File: src/rtl/hp_manager.sv
// rtl/hp_manager.sv - two-player HP tracker with animated drain, invulnerability window and KO hold
// Hits queue damage into a saturating pending register that drains 1 HP per frame tick.
module hp_manager #(
    parameter int TOTAL_HP      = 20,
    parameter int INVULN_FRAMES = 30,
    parameter int KO_FRAMES     = 120
) (
    input  logic        Clk,
    input  logic        Reset,
    input  logic        frame_clk,
    input  logic        start,
    input  logic        hit1,
    input  logic        hit2,
    input  logic [4:0]  dmg1,
    input  logic [4:0]  dmg2,
    output logic [18:0] hp1,
    output logic [18:0] hp2,
    output logic        exist_hp,
    output logic        hit_ack1,
    output logic        hit_ack2,
    output logic [1:0]  winner,
    output logic        round_done
);

    localparam int INV_W = $clog2(INVULN_FRAMES + 1);
    localparam int KO_W  = $clog2(KO_FRAMES + 1);

    typedef enum logic [1:0] {IDLE, FIGHT, KO} state_t;

    state_t             state_q, state_d;
    logic               sync1_q, sync2_q, sync3_q;
    logic [18:0]        hp1_q, hp1_d, hp2_q, hp2_d;
    logic [4:0]         pend1_q, pend1_d, pend2_q, pend2_d;
    logic [INV_W-1:0]   inv1_q, inv1_d, inv2_q, inv2_d;
    logic [KO_W-1:0]    ko_cnt_q, ko_cnt_d;
    logic [1:0]         winner_q, winner_d;
    logic               ack1_q, ack1_d, ack2_q, ack2_d;
    logic               round_done_q, round_done_d;

    logic tick, fight, acc1, acc2, drain1, drain2;

    // pending - drain + dmg never goes negative because drain requires pending > 0
    function automatic logic [4:0] sat_pend(input logic [4:0] pend, input logic drain,
                                            input logic [4:0] add);
        logic [5:0] sum;
        sum = {1'b0, pend} - {5'b0, drain} + {1'b0, add};
        return sum[5] ? 5'd31 : sum[4:0];
    endfunction

    assign tick   = sync2_q & ~sync3_q;
    assign fight  = (state_q == FIGHT);
    assign acc1   = fight & hit1 & (inv1_q == '0) & (hp1_q != '0) & (dmg1 != '0);
    assign acc2   = fight & hit2 & (inv2_q == '0) & (hp2_q != '0) & (dmg2 != '0);
    assign drain1 = fight & tick & (pend1_q != '0) & (hp1_q != '0);
    assign drain2 = fight & tick & (pend2_q != '0) & (hp2_q != '0);

    always_comb begin
        state_d      = state_q;
        hp1_d        = hp1_q;
        hp2_d        = hp2_q;
        pend1_d      = pend1_q;
        pend2_d      = pend2_q;
        inv1_d       = inv1_q;
        inv2_d       = inv2_q;
        ko_cnt_d     = ko_cnt_q;
        winner_d     = winner_q;
        ack1_d       = acc1;
        ack2_d       = acc2;
        round_done_d = 1'b0;

        if (fight) begin
            hp1_d   = hp1_q - {18'b0, drain1};
            hp2_d   = hp2_q - {18'b0, drain2};
            pend1_d = sat_pend(pend1_q, drain1, acc1 ? dmg1 : 5'd0);
            pend2_d = sat_pend(pend2_q, drain2, acc2 ? dmg2 : 5'd0);
            if (hp1_d == '0) pend1_d = '0;
            if (hp2_d == '0) pend2_d = '0;

            if (acc1)                          inv1_d = INV_W'(INVULN_FRAMES);
            else if (tick && inv1_q != '0)     inv1_d = inv1_q - 1'b1;
            if (acc2)                          inv2_d = INV_W'(INVULN_FRAMES);
            else if (tick && inv2_q != '0)     inv2_d = inv2_q - 1'b1;
        end

        case (state_q)
            IDLE: begin
                if (start) begin
                    state_d  = FIGHT;
                    hp1_d    = 19'(TOTAL_HP);
                    hp2_d    = 19'(TOTAL_HP);
                    pend1_d  = '0;
                    pend2_d  = '0;
                    inv1_d   = '0;
                    inv2_d   = '0;
                    ko_cnt_d = '0;
                    winner_d = 2'b00;
                end
            end
            FIGHT: begin
                // Bit 1 flags player 1 down, bit 0 player 2 down; both gives a draw
                if (hp1_q == '0 || hp2_q == '0) begin
                    state_d  = KO;
                    winner_d = {hp1_q == '0, hp2_q == '0};
                    ko_cnt_d = '0;
                end
            end
            KO: begin
                if (tick) begin
                    if (ko_cnt_q == KO_W'(KO_FRAMES - 1)) begin
                        state_d      = IDLE;
                        round_done_d = 1'b1;
                        ko_cnt_d     = '0;
                    end else begin
                        ko_cnt_d = ko_cnt_q + 1'b1;
                    end
                end
            end
            default: state_d = IDLE;
        endcase
    end

    always_ff @(posedge Clk) begin
        if (Reset) begin
            state_q      <= IDLE;
            sync1_q      <= 1'b0;
            sync2_q      <= 1'b0;
            sync3_q      <= 1'b0;
            hp1_q        <= 19'(TOTAL_HP);
            hp2_q        <= 19'(TOTAL_HP);
            pend1_q      <= '0;
            pend2_q      <= '0;
            inv1_q       <= '0;
            inv2_q       <= '0;
            ko_cnt_q     <= '0;
            winner_q     <= 2'b00;
            ack1_q       <= 1'b0;
            ack2_q       <= 1'b0;
            round_done_q <= 1'b0;
        end else begin
            state_q      <= state_d;
            sync1_q      <= frame_clk;
            sync2_q      <= sync1_q;
            sync3_q      <= sync2_q;
            hp1_q        <= hp1_d;
            hp2_q        <= hp2_d;
            pend1_q      <= pend1_d;
            pend2_q      <= pend2_d;
            inv1_q       <= inv1_d;
            inv2_q       <= inv2_d;
            ko_cnt_q     <= ko_cnt_d;
            winner_q     <= winner_d;
            ack1_q       <= ack1_d;
            ack2_q       <= ack2_d;
            round_done_q <= round_done_d;
        end
    end

    assign hp1        = hp1_q;
    assign hp2        = hp2_q;
    assign exist_hp   = (state_q != IDLE);
    assign hit_ack1   = ack1_q;
    assign hit_ack2   = ack2_q;
    assign winner     = winner_q;
    assign round_done = round_done_q;

endmodule
File: config.mk
export PLATFORM = sky130hd
export DESIGN_NAME = hp_manager
export DESIGN_NICKNAME = d
export VERILOG_FILES = /design/src/rtl/hp_manager.sv
export SDC_FILE = /design/constraint.sdc
export NUM_CORES = 1
export LEC_CHECK = 0
export ABC_AREA = 1
export BUFFER_PORTS_ARGS = -buffer_cell sky130_fd_sc_hd__clkbuf_2
export CAP_MARGIN = 10
export CORE_MARGIN = 3
export CORE_UTILIZATION = 53
export CTS_CLUSTER_DIAMETER = 40
export DETAILED_ROUTE_END_ITERATION = 6
export GPL_ROUTABILITY_DRIVEN = 0
export PLACE_DENSITY = 0.77
export SLEW_MARGIN = 30
export SYNTH_ARGS = -nofsm -noshare
export SYNTH_HDL_FRONTEND = slang
export SYNTH_SLANG_ARGS = --single-unit
File: constraint.sdc
create_clock -name Clk -period 2.56 [get_ports Clk]
set_clock_uncertainty 0.05 [all_clocks]
set_input_delay 0.128 -clock Clk [delete_from_list [all_inputs] [get_ports Clk]]
set_output_delay 0.128 -clock Clk [all_outputs]
set_load 0.05 [all_outputs]
==> results.py, run 1 <==
metrics = {
    "yosys": {
        "synth_ff_type": "dfxtp_1",
        "synth.area.top_cells": "dfxtp_1 (30%), nand2_1 (11%), inv_1 (10%), nor2_1 (7.6%), ha_1 (7.3%)",
        "yosys_warnings": 0,
        "synth_top_area_frac": 0.302,
        "async_flop_share": 0,
        "syn_nets": 805,
        "yosysTopAreaCell": "dfxtp_1",
        "synth_edf_count": 0,
        "yosysSeqAreaShare": 0.302,
        "syn_avg_cell_area_um2": 6.56,
        "syn_area_um2": 4970,
        "yosysUniqueCellTypes": 41,
        "synth_seq_cells": 75,
        "syn_inst": 758,
    },
    "power_and_ir_drop": {
        "peakVddDrop_uv": 610,
        "powerDensity_nw_per_um2": 809,
        "internal_power_mw": 3.16,
        "power_frac_comb": 0.609,
        "p_sw_mw": 2.87,
        "seqPwrFrac": 0.245,
        "switching_share": 0.476,
        "p_clk_frac": 0.146,
        "leakagePower_nw": 3.71,
    },
    "drt": {
        "dr.pass1.iters": 6,
        "drc": 0,
        "avgViaCountPerCell": 5.72,
        "wl_per_cell_um": 16.8,
        "wl_um": 18000,
        "vias": 6116,
        "ant_nets": 0,
        "drt_iter0_drc": 491,
    },
    "critical_path": {
        "critPathMaxFanout": 5,
        "cp.required_ns": 2.81,
        "critPathCaptureType": "register",
        "start_kind": "register",
        "cpMostUsedCell": "nand2_2",
        "path_cells": "nor2_4, nand3_4, nor2_4, nand4_4, nand2_2, inv_2, nand2_4, inv_6, nand2_4, ha_4, inv_1, ha_4, nand2_2, nand3_4, nand2_2, nand2_2, nand2_4, a21o_4, nand3_1, nand3_2, a21oi_1",
        "criticalPathCategory": "register to register",
        "slowest_stage": "dfxtp_4",
        "slowest_delay_ns": 0.37,
        "worstPathArrival_ns": 3.16,
    },
    "placed_design": {
        "hpwlAfterDp_um": 10600,
        "place_ws_ns": -0.306,
        "place.port_buffers": 59,
    },
    "timing": {
        "finalHoldViolCount": 0,
        "tns_ns": -3.09,
        "whs_ns": 0.0455,
        "tightest_slew_ns": 0.525,
        "fin_ws_ns": -0.353,
        "setup_viol": 10,
        "fmax_ghz": 0.343,
        "period_needed_ns": 2.91,
        "min_period_over_period": 1.14,
        "slew_headroom": 0.650,
        "drv_slew": 0,
        "rsz0062_at_grt": "true",
    },
    "clock_tree": {
        "clk_latency_ns": 0.37,
        "clk_pin_slew_ns": 0.09,
        "root_buffer": "clkbuf_8",
        "cts_made_buffers": 9,
        "cts_num_sinks": 75,
        "clock_path_buffers": 2,
        "cts_tree": "yes",
        "h-tree-depth": 3,
    },
    "final_layout": {
        "final_common_cell": "buf_4",
        "num-nets-final": 1004,
        "final_layout_size_suffix_gt1_frac": 0.431,
        "final_cell_mix": "buf_4 (142), nand2_1 (125), inv_1 (113)",
        "syn_to_final_growth_pct": 49.7,
        "antennaDiodeCount": 0,
    },
    "floorplanning": {
        "pin_count": 60,
        "core_um2": 8930,
        "die_area_um2": 10600,
        "start_util": 0.557,
        "rows": 34,
        "die_h_um": 103,
        "die_w_um": 103,
    },
    "grt": {
        "grt_max_degree": 55,
        "antenna_found_initial": 0,
        "grt_overflow": 0,
        "grtUsageTotal": 0.310,
        "first_global_vias": 5592,
        "grt_first_pass_wirelength_um": 25900,
    },
    "run_status": {
        "status": "complete, but fails checks",
        "violations": "negative setup slack",
    },
    "job": {
        "cap_violations": 0,
    },
    "worst_hold_path": {
        "hold_class": "input port to register",
    },
}
## power groups by stage
| stage | sequential [mW] | clock, mW | combinational [mW] |
|---|---|---|---|
| finish | 1.48 | 0.879 | 3.67 |
| global route | 1.49 | 0.925 | 3.94 |
| CTS | 1.45 | 0.877 | 3.13 |
| detailed placement | 1.47 | 0 | 2.76 |
| global placement | 1.46 | 0 | 2.67 |
| floorplan | 1.79 | 0 | 1.61 |
## metal layers
metal / GRT usage / part of all wire
met1: 0.362 / 0.38
met2: 0.547 / 0.48
met3: 0.0582 / 0.077
met4: 0.147 / 0.063
met5: 0 / 0
## registers in the layout, summed over array words and instances, names as in the netlist, 2 cells and up
register  count
pend1_q       5
hp1          19
state_q       2
inv1_q        5
hp2          19
ko_cnt_q      7
inv2_q        5
pend2_q       5
winner        2
## cells in the mapped netlist, drive strengths merged (6+ instances only)
library cell	instances
a21oi	44
buf	6
clkbuf	11
dfxtp	75
ha	29
inv	140
nand2	156
nand3	65
nand4	9
nor2	122
o21ai	41
xor2	19
## what timing repair did
action,in CTS,in global routing
gates resized for setup,77,48
endpoints found under the hold margin,2,0
buffers inserted,34,12
hold buffers,2,0
setup endpoints to repair,10,17
pin swaps,49,51
## worst paths after layout
path / startpoint / end / slack [ns] / depth (start not counted)
max: hp2[2]$_SDFF_PP1_ / pend2_q[4]$_SDFF_PP0_ / -0.35 / 21
min: Reset / sync3_q$_SDFF_PP0_ / 0.05 / 2
max reg2reg: hp2[2]$_SDFF_PP1_ / pend2_q[4]$_SDFF_PP0_ / -0.35 / 21
min reg2reg: sync1_q$_SDFF_PP0_ / sync2_q$_SDFF_PP0_ / 0.36 / 2
## kinds of logic (layout without fill, tap and decap cells)
family | after synthesis | count (layout) | synth area share
AOI/OAI and AO/OA | 104 | 104 | 0.115
xor gates and xnor gates | 24 | 24 | 0.0423
adders and majority gates | 31 | 31 | 0.0810
buffers and inverters | 158 | 362 | 0.119
DFF | 75 | 75 | 0.302
and+or+nand+nor | 366 | 366 | 0.340
## per-stage QoR
step / total power [mW] / instances / area (um^2) / utilization
after floorplan: 3.40 / 758 / 5250 / -
after global placement: 4.12 / 1008 / 6370 / 0.713
after detailed placement: 4.22 / 1008 / 6370 / 0.713
after CTS: 5.46 / 1060 / 7160 / 0.801
after global routing: 6.35 / 1070 / 7450 / 0.833
final: 6.02 / 1070 / 7450 / 0.833
## area by class of cell
class / instances / area (um^2)
Sequential cell: 75 / 1640
Multi-Input combinational cell: 525 / 3540
Inverter: 141 / 544
Fill cell: 504 / 1490
Clock buffer: 9 / 124
Timing Repair Buffer: 205 / 1400
Clock inverter: 7 / 55.1
Tap cell: 108 / 135
## critical path, delay by kind of cell, from the launching register on
| family | cells | cell delay, ns |
|---|---|---|
| compound gates | 2 | 0.40 |
| flops | 1 | 0.37 |
| fa+ha+maj | 2 | 0.43 |
| buf+inv | 3 | 0.17 |
| simple gates | 14 | 1.40 |
(Power assumes the default switching activity.)
==> run 2: changes to the inputs <==
- CTS_BUF_LIST: not set -> sky130_fd_sc_hd__clkbuf_16
- TNS_END_PERCENT: not set -> 5
==> results.py, run 2 (synthesis results as in run 1) <==
metrics = {
    "run_status": {
        "status": "complete, but fails checks",
        "violations": "negative setup slack",
    },
    "grt": {
        "grt_first_pass_wirelength_um": 27300,
        "grtUsageTotal": 0.326,
        "first_global_vias": 5894,
        "grt_max_degree": 41,
        "antenna_found_initial": 0,
        "grt_overflow": 0,
    },
    "final_layout": {
        "final_cell_mix": "buf_4 (148), nand2_1 (128), inv_1 (119)",
        "final_common_cell": "buf_4",
        "fin_util": 0.843,
        "antennaDiodeCount": 0,
        "fillCellCount": 456,
        "num-nets-final": 1009,
        "final_layout_size_suffix_gt1_frac": 0.424,
        "syn_to_final_growth_pct": 51.5,
    },
    "drt": {
        "ant_nets": 0,
        "avgViaCountPerCell": 5.78,
        "drt_iter0_drc": 540,
        "drc": 0,
        "wl_per_cell_um": 17.9,
        "dr.pass1.iters": 7,
        "wl_um": 19200,
        "vias": 6215,
    },
    "timing": {
        "drv_slew": 0,
        "tns_ns": -3.34,
        "fmax_ghz": 0.341,
        "finalHoldViolCount": 0,
        "min_period_over_period": 1.15,
        "fin_ws_ns": -0.372,
        "rsz0062_at_grt": "true",
        "tightest_slew_ns": 0.505,
        "whs_ns": 0.0221,
        "setup_viol": 15,
        "period_needed_ns": 2.93,
        "slew_headroom": 0.663,
    },
    "floorplanning": {
        "die_area_um2": 10600,
        "die_w_um": 103,
        "start_util": 0.557,
        "rows": 34,
        "core_um2": 8930,
        "die_h_um": 103,
        "pin_count": 60,
    },
    "worst_hold_path": {
        "hold_class": "input port to register",
        "hold_start": "start",
    },
    "clock_tree": {
        "cts_made_buffers": 9,
        "clk_latency_ns": 0.34,
        "cts_num_sinks": 75,
        "cts_tree": "yes",
        "h-tree-depth": 3,
        "clock_path_buffers": 2,
        "root_buffer": "clkbuf_16",
        "clk_pin_slew_ns": 0.07,
    },
    "critical_path": {
        "critical_path_buf_inv_count": 5,
        "critical_path.startpoint": "hp1[4]$_SDFF_PP1_",
        "criticalPathCategory": "register to register",
        "path_cells": "nor2_4, nand2_4, nor2_4, nand4_4, o311ai_1, inv_1, ha_4, inv_2, ha_4, buf_4, nand3_2, nand3_2, buf_4, buf_4, xor2_1, nand3_1, nand3_1, a21oi_1",
        "critPathCaptureType": "register",
        "start_kind": "register",
        "slowest_delay_ns": 0.36,
        "critPathMaxFanout": 3,
        "r2r_setup_slack_ns": -0.37,
        "cp.required_ns": 2.78,
        "worstPathArrival_ns": 3.15,
        "r2r-start": "hp1[4]$_SDFF_PP1_",
        "slowest_stage": "dfxtp_4",
        "cpMostUsedCell": "buf_4",
        "critPathTopFamily": "simple AND/OR/NAND/NOR gates",
    },
    "job": {
        "cap_violations": 0,
    },
    "placed_design": {
        "hpwlAfterDp_um": 10600,
        "place.port_buffers": 59,
        "place_ws_ns": -0.209,
    },
    "power_and_ir_drop": {
        "peakVddDrop_uv": 661,
        "leakagePower_nw": 3.78,
        "powerDensity_nw_per_um2": 885,
    },
}
==> run 2: cell types whose count changed in the layout (fill, tap and decap cells not counted), sizes merged <==
cell         before  now
buf             144  150
bufinv            0    1
clkbuf           68   70
clkinvlp          1    0
dlygate4sd3       2    1
inv             145  143
==> run 2: area by class of cell <==
cell class                      instances  area, um^2  share of cell area
Multi-Input combinational cell        525        3470               0.461
Sequential cell                        75        1630               0.216
Timing Repair Buffer                  210        1440               0.191
Inverter                              141         537              0.0713
Clock buffer                           11         275              0.0365
Tap cell                              108         135              0.0179
Clock inverter                          5        47.5             0.00631
==> run 2: worst paths after layout <==
check                                                to  depth (start not counted)
worst max register to register    pend1_q[3]$_SDFF_PP0_                         18
worst min register to register       sync2_q$_SDFF_PP0_                          2
worst max-delay path              pend1_q[3]$_SDFF_PP0_                         18
worst min-delay path            state_q[0]$_SDFFE_PP0P_                          3
==> run 2: timing repair <==
| item | in CTS | in global routing |
|---|---|---|
| resized for setup | 80 | 40 |
| hold endpoints to repair | 1 | 0 |
| endpoints found under the setup margin | 10 | 19 |
| hold buffers | 1 | 0 |
| pin swaps | 48 | 33 |
| cloned | 0 | 0 |
| buffers inserted | 29 | 8 |
==> run 2: worst register-to-register path, stage by stage, from the launching register on <==
cell      delay [ns]
dfxtp_4         0.36
nor2_4          0.15
nand2_4         0.09
nor2_4          0.14
nand4_4         0.13
o311ai_1        0.12
inv_1           0.22
ha_4            0.32
inv_2           0.04
ha_4            0.16
buf_4           0.13
nand3_2         0.06
nand3_2         0.09
buf_4           0.15
buf_4           0.12
xor2_1          0.15
nand3_1         0.10
nand3_1         0.10
a21oi_1         0.19
==> run 2: layer usage <==
layer / vias to the layer above / track usage / wire length, um
met3: 134 / 0.0480 / 1560
met1: 2866 / 0.377 / 7190
met2: 419 / 0.584 / 9330
li1: 2796 / - / -
met5: - / 0 / 0
met4: 0 / 0.161 / 1130
==> run 2: power breakdown <==
part | switching (mW) | internal [mW] | total, mW | leakage, nW
sequential | 0.139 | 1.34 | 1.48 | 0.635
clock | 0.546 | 0.866 | 1.41 | 0.165
combinational | 2.23 | 1.55 | 3.78 | 2.98
==> run 2: stage by stage <==
| stage | total power [mW] | area, um^2 | instances |
|---|---|---|---|
| after floorplan | 3.35 | 5170 | 758 |
| after global placement | 4.13 | 6380 | 1021 |
| after detailed placement | 4.22 | 6380 | 1021 |
| after CTS | 6.07 | 7270 | 1067 |
| after global routing | 6.97 | 7530 | 1075 |
| final | 6.67 | 7530 | 1075 |
==> run 3: changes to the inputs <==
- CORE_UTILIZATION: 53 -> 59
- PLACE_DENSITY: 0.77 -> 0.81
- clock period: 2.56 -> 3.1 ns (I/O delays scaled with it)
==> results.py, run 3 (synthesis results as in run 1) <==
metrics = {
    "clock_tree": {
        "cts_num_sinks": 75,
        "cts_tree": "yes",
        "clk_latency_ns": 0.34,
        "h-tree-depth": 3,
        "clk_pin_slew_ns": 0.06,
        "clock_path_buffers": 2,
        "root_buffer": "clkbuf_16",
        "cts_made_buffers": 9,
    },
    "critical_path": {
        "start_kind": "register",
        "critPathCaptureType": "register",
        "r2r_end": "pend2_q[4]$_SDFF_PP0_",
        "r2r_setup_slack_ns": 0.04,
        "crit_end": "pend2_q[4]$_SDFF_PP0_",
        "criticalPathCategory": "register to register",
        "r2r-start": "hp2[6]$_SDFF_PP0_",
        "cp.required_ns": 3.28,
        "critical_path.startpoint": "hp2[6]$_SDFF_PP0_",
        "rr_worst_depth": 19,
        "worstPathArrival_ns": 3.24,
        "critPathMaxFanout": 4,
    },
    "power_and_ir_drop": {
        "seqPwrFrac": 0.279,
        "power_mw": 4.39,
        "p_clk_frac": 0.242,
        "power_frac_comb": 0.479,
        "powerDensity_nw_per_um2": 731,
        "leakagePower_nw": 3.01,
        "peakVddDrop_uv": 404,
        "p_sw_mw": 1.95,
        "switching_share": 0.445,
        "internal_power_mw": 2.44,
    },
    "grt": {
        "antenna_found_initial": 0,
        "first_global_vias": 4715,
        "grt_first_pass_wirelength_um": 20600,
        "grtUsageTotal": 0.256,
        "grt_overflow": 0,
        "grt_max_degree": 57,
    },
    "drt": {
        "avgViaCountPerCell": 5.52,
        "drc": 0,
        "drt_iter0_drc": 337,
        "vias": 5209,
        "wl_um": 13200,
        "wl_per_cell_um": 14.0,
        "ant_nets": 0,
        "dr.pass1.iters": 5,
    },
    "timing": {
        "slew_headroom": 0.484,
        "rsz0062_at_grt": "true",
        "setup_viol": 0,
        "tightest_slew_ns": 0.772,
        "finalHoldViolCount": 0,
        "min_period_over_period": 0.987,
        "drv_slew": 0,
        "whs_ns": 0.0713,
        "period_needed_ns": 3.06,
        "fmax_ghz": 0.327,
    },
    "final_layout": {
        "final_cell_mix": "nand2_1 (142), inv_1 (130), nor2_1 (96)",
        "num-nets-final": 883,
        "fin_area_um2": 6000,
        "fin_util": 0.753,
        "antennaDiodeCount": 0,
        "final_layout_size_suffix_gt1_frac": 0.220,
        "final_common_cell": "nand2_1",
        "syn_to_final_growth_pct": 20.7,
    },
    "floorplanning": {
        "pin_count": 60,
        "die_h_um": 97.8,
        "die_w_um": 97.8,
        "core_um2": 7970,
        "start_util": 0.624,
        "die_area_um2": 9570,
        "rows": 32,
    },
    "placed_design": {
        "place_area_um2": 5450,
        "place.port_buffers": 59,
        "hpwlAfterDp_um": 9220,
    },
    "worst_hold_path": {
        "hold_start": "start",
        "hold_class": "input port to register",
    },
    "job": {
        "cap_violations": 0,
    },
    "run_status": {
        "status": "finished clean",
    },
}
run 3: timing repair:
item / CTS / global route
hold buffers: 1 / 0
hold endpoints to repair: 1 / 0
pin swaps: 0 / 14
gates resized for setup: 3 / 44
setup buffers: 0 / 8
endpoints found under the setup margin: 1 / 10
run 3: power by group through the flow:
stage	Sequential, mW	Combinational [mW]	Clock (mW)
after floorplan	1.45	1.25	0
after detailed placement	1.23	1.89	0
after global placement	1.23	1.84	0
after global routing	1.24	2.32	1.12
after CTS	1.22	1.92	1.08
final	1.23	2.10	1.06
run 3: worst min path at each step:
stage	endpoint	slack [ns]	cells after the start
2_1_floorplan	sync1_q$_SDFF_PP0_	0.21	2
3_3_place_gp	sync1_q$_SDFF_PP0_	0.30	3
3_5_place_dp	sync1_q$_SDFF_PP0_	0.30	3
4_1_cts	state_q[0]$_SDFFE_PP0P_	0.06	3
5_1_grt	state_q[0]$_SDFFE_PP0P_	0.06	3
6_report	state_q[0]$_SDFFE_PP0P_	0.07	3
run 3: critical path, stage by stage (launching register included):
cell	delay [ns]
dfxtp_1	0.35
nor2_2	0.17
nand2_2	0.13
nor2_2	0.17
nand4_4	0.15
nand2_2	0.11
inv_2	0.05
nand2_2	0.06
inv_2	0.05
nand2_2	0.07
ha_2	0.26
inv_1	0.06
ha_2	0.18
inv_1	0.05
fa_2	0.37
o221ai_2	0.22
xnor2_1	0.16
nand3_1	0.10
nand3_1	0.10
a21oi_1	0.07
run 3: area by class of cell:
type,count,area (um^2)
fillers,612,1960
repair buffers,84,485
clock inverters,7,76.3
multi-input cells,525,3040
clock buffers,9,225
inverters,141,529
well taps,102,128
flip-flops and latches,75,1520
run 3: per-stage QoR:
stage               std cells  worst slack, ns  TNS [ns]
global route              943           -0.100    -0.470
finish                    943           0.0410         0
floorplan                 758          0.00605         0
detailed placement        918          -0.0631   -0.0631
CTS                       935         0.000282         0
global placement          918           0.0749         0
run 3: layer usage:
layer / share of wire / GRT usage / up-vias
li1: - / - / 2557
met1: 0.41 / 0.311 / 2383
met2: 0.50 / 0.438 / 239
met3: 0.073 / 0.0621 / 30
met4: 0.017 / 0.101 / 0
met5: 0 / 0 / -
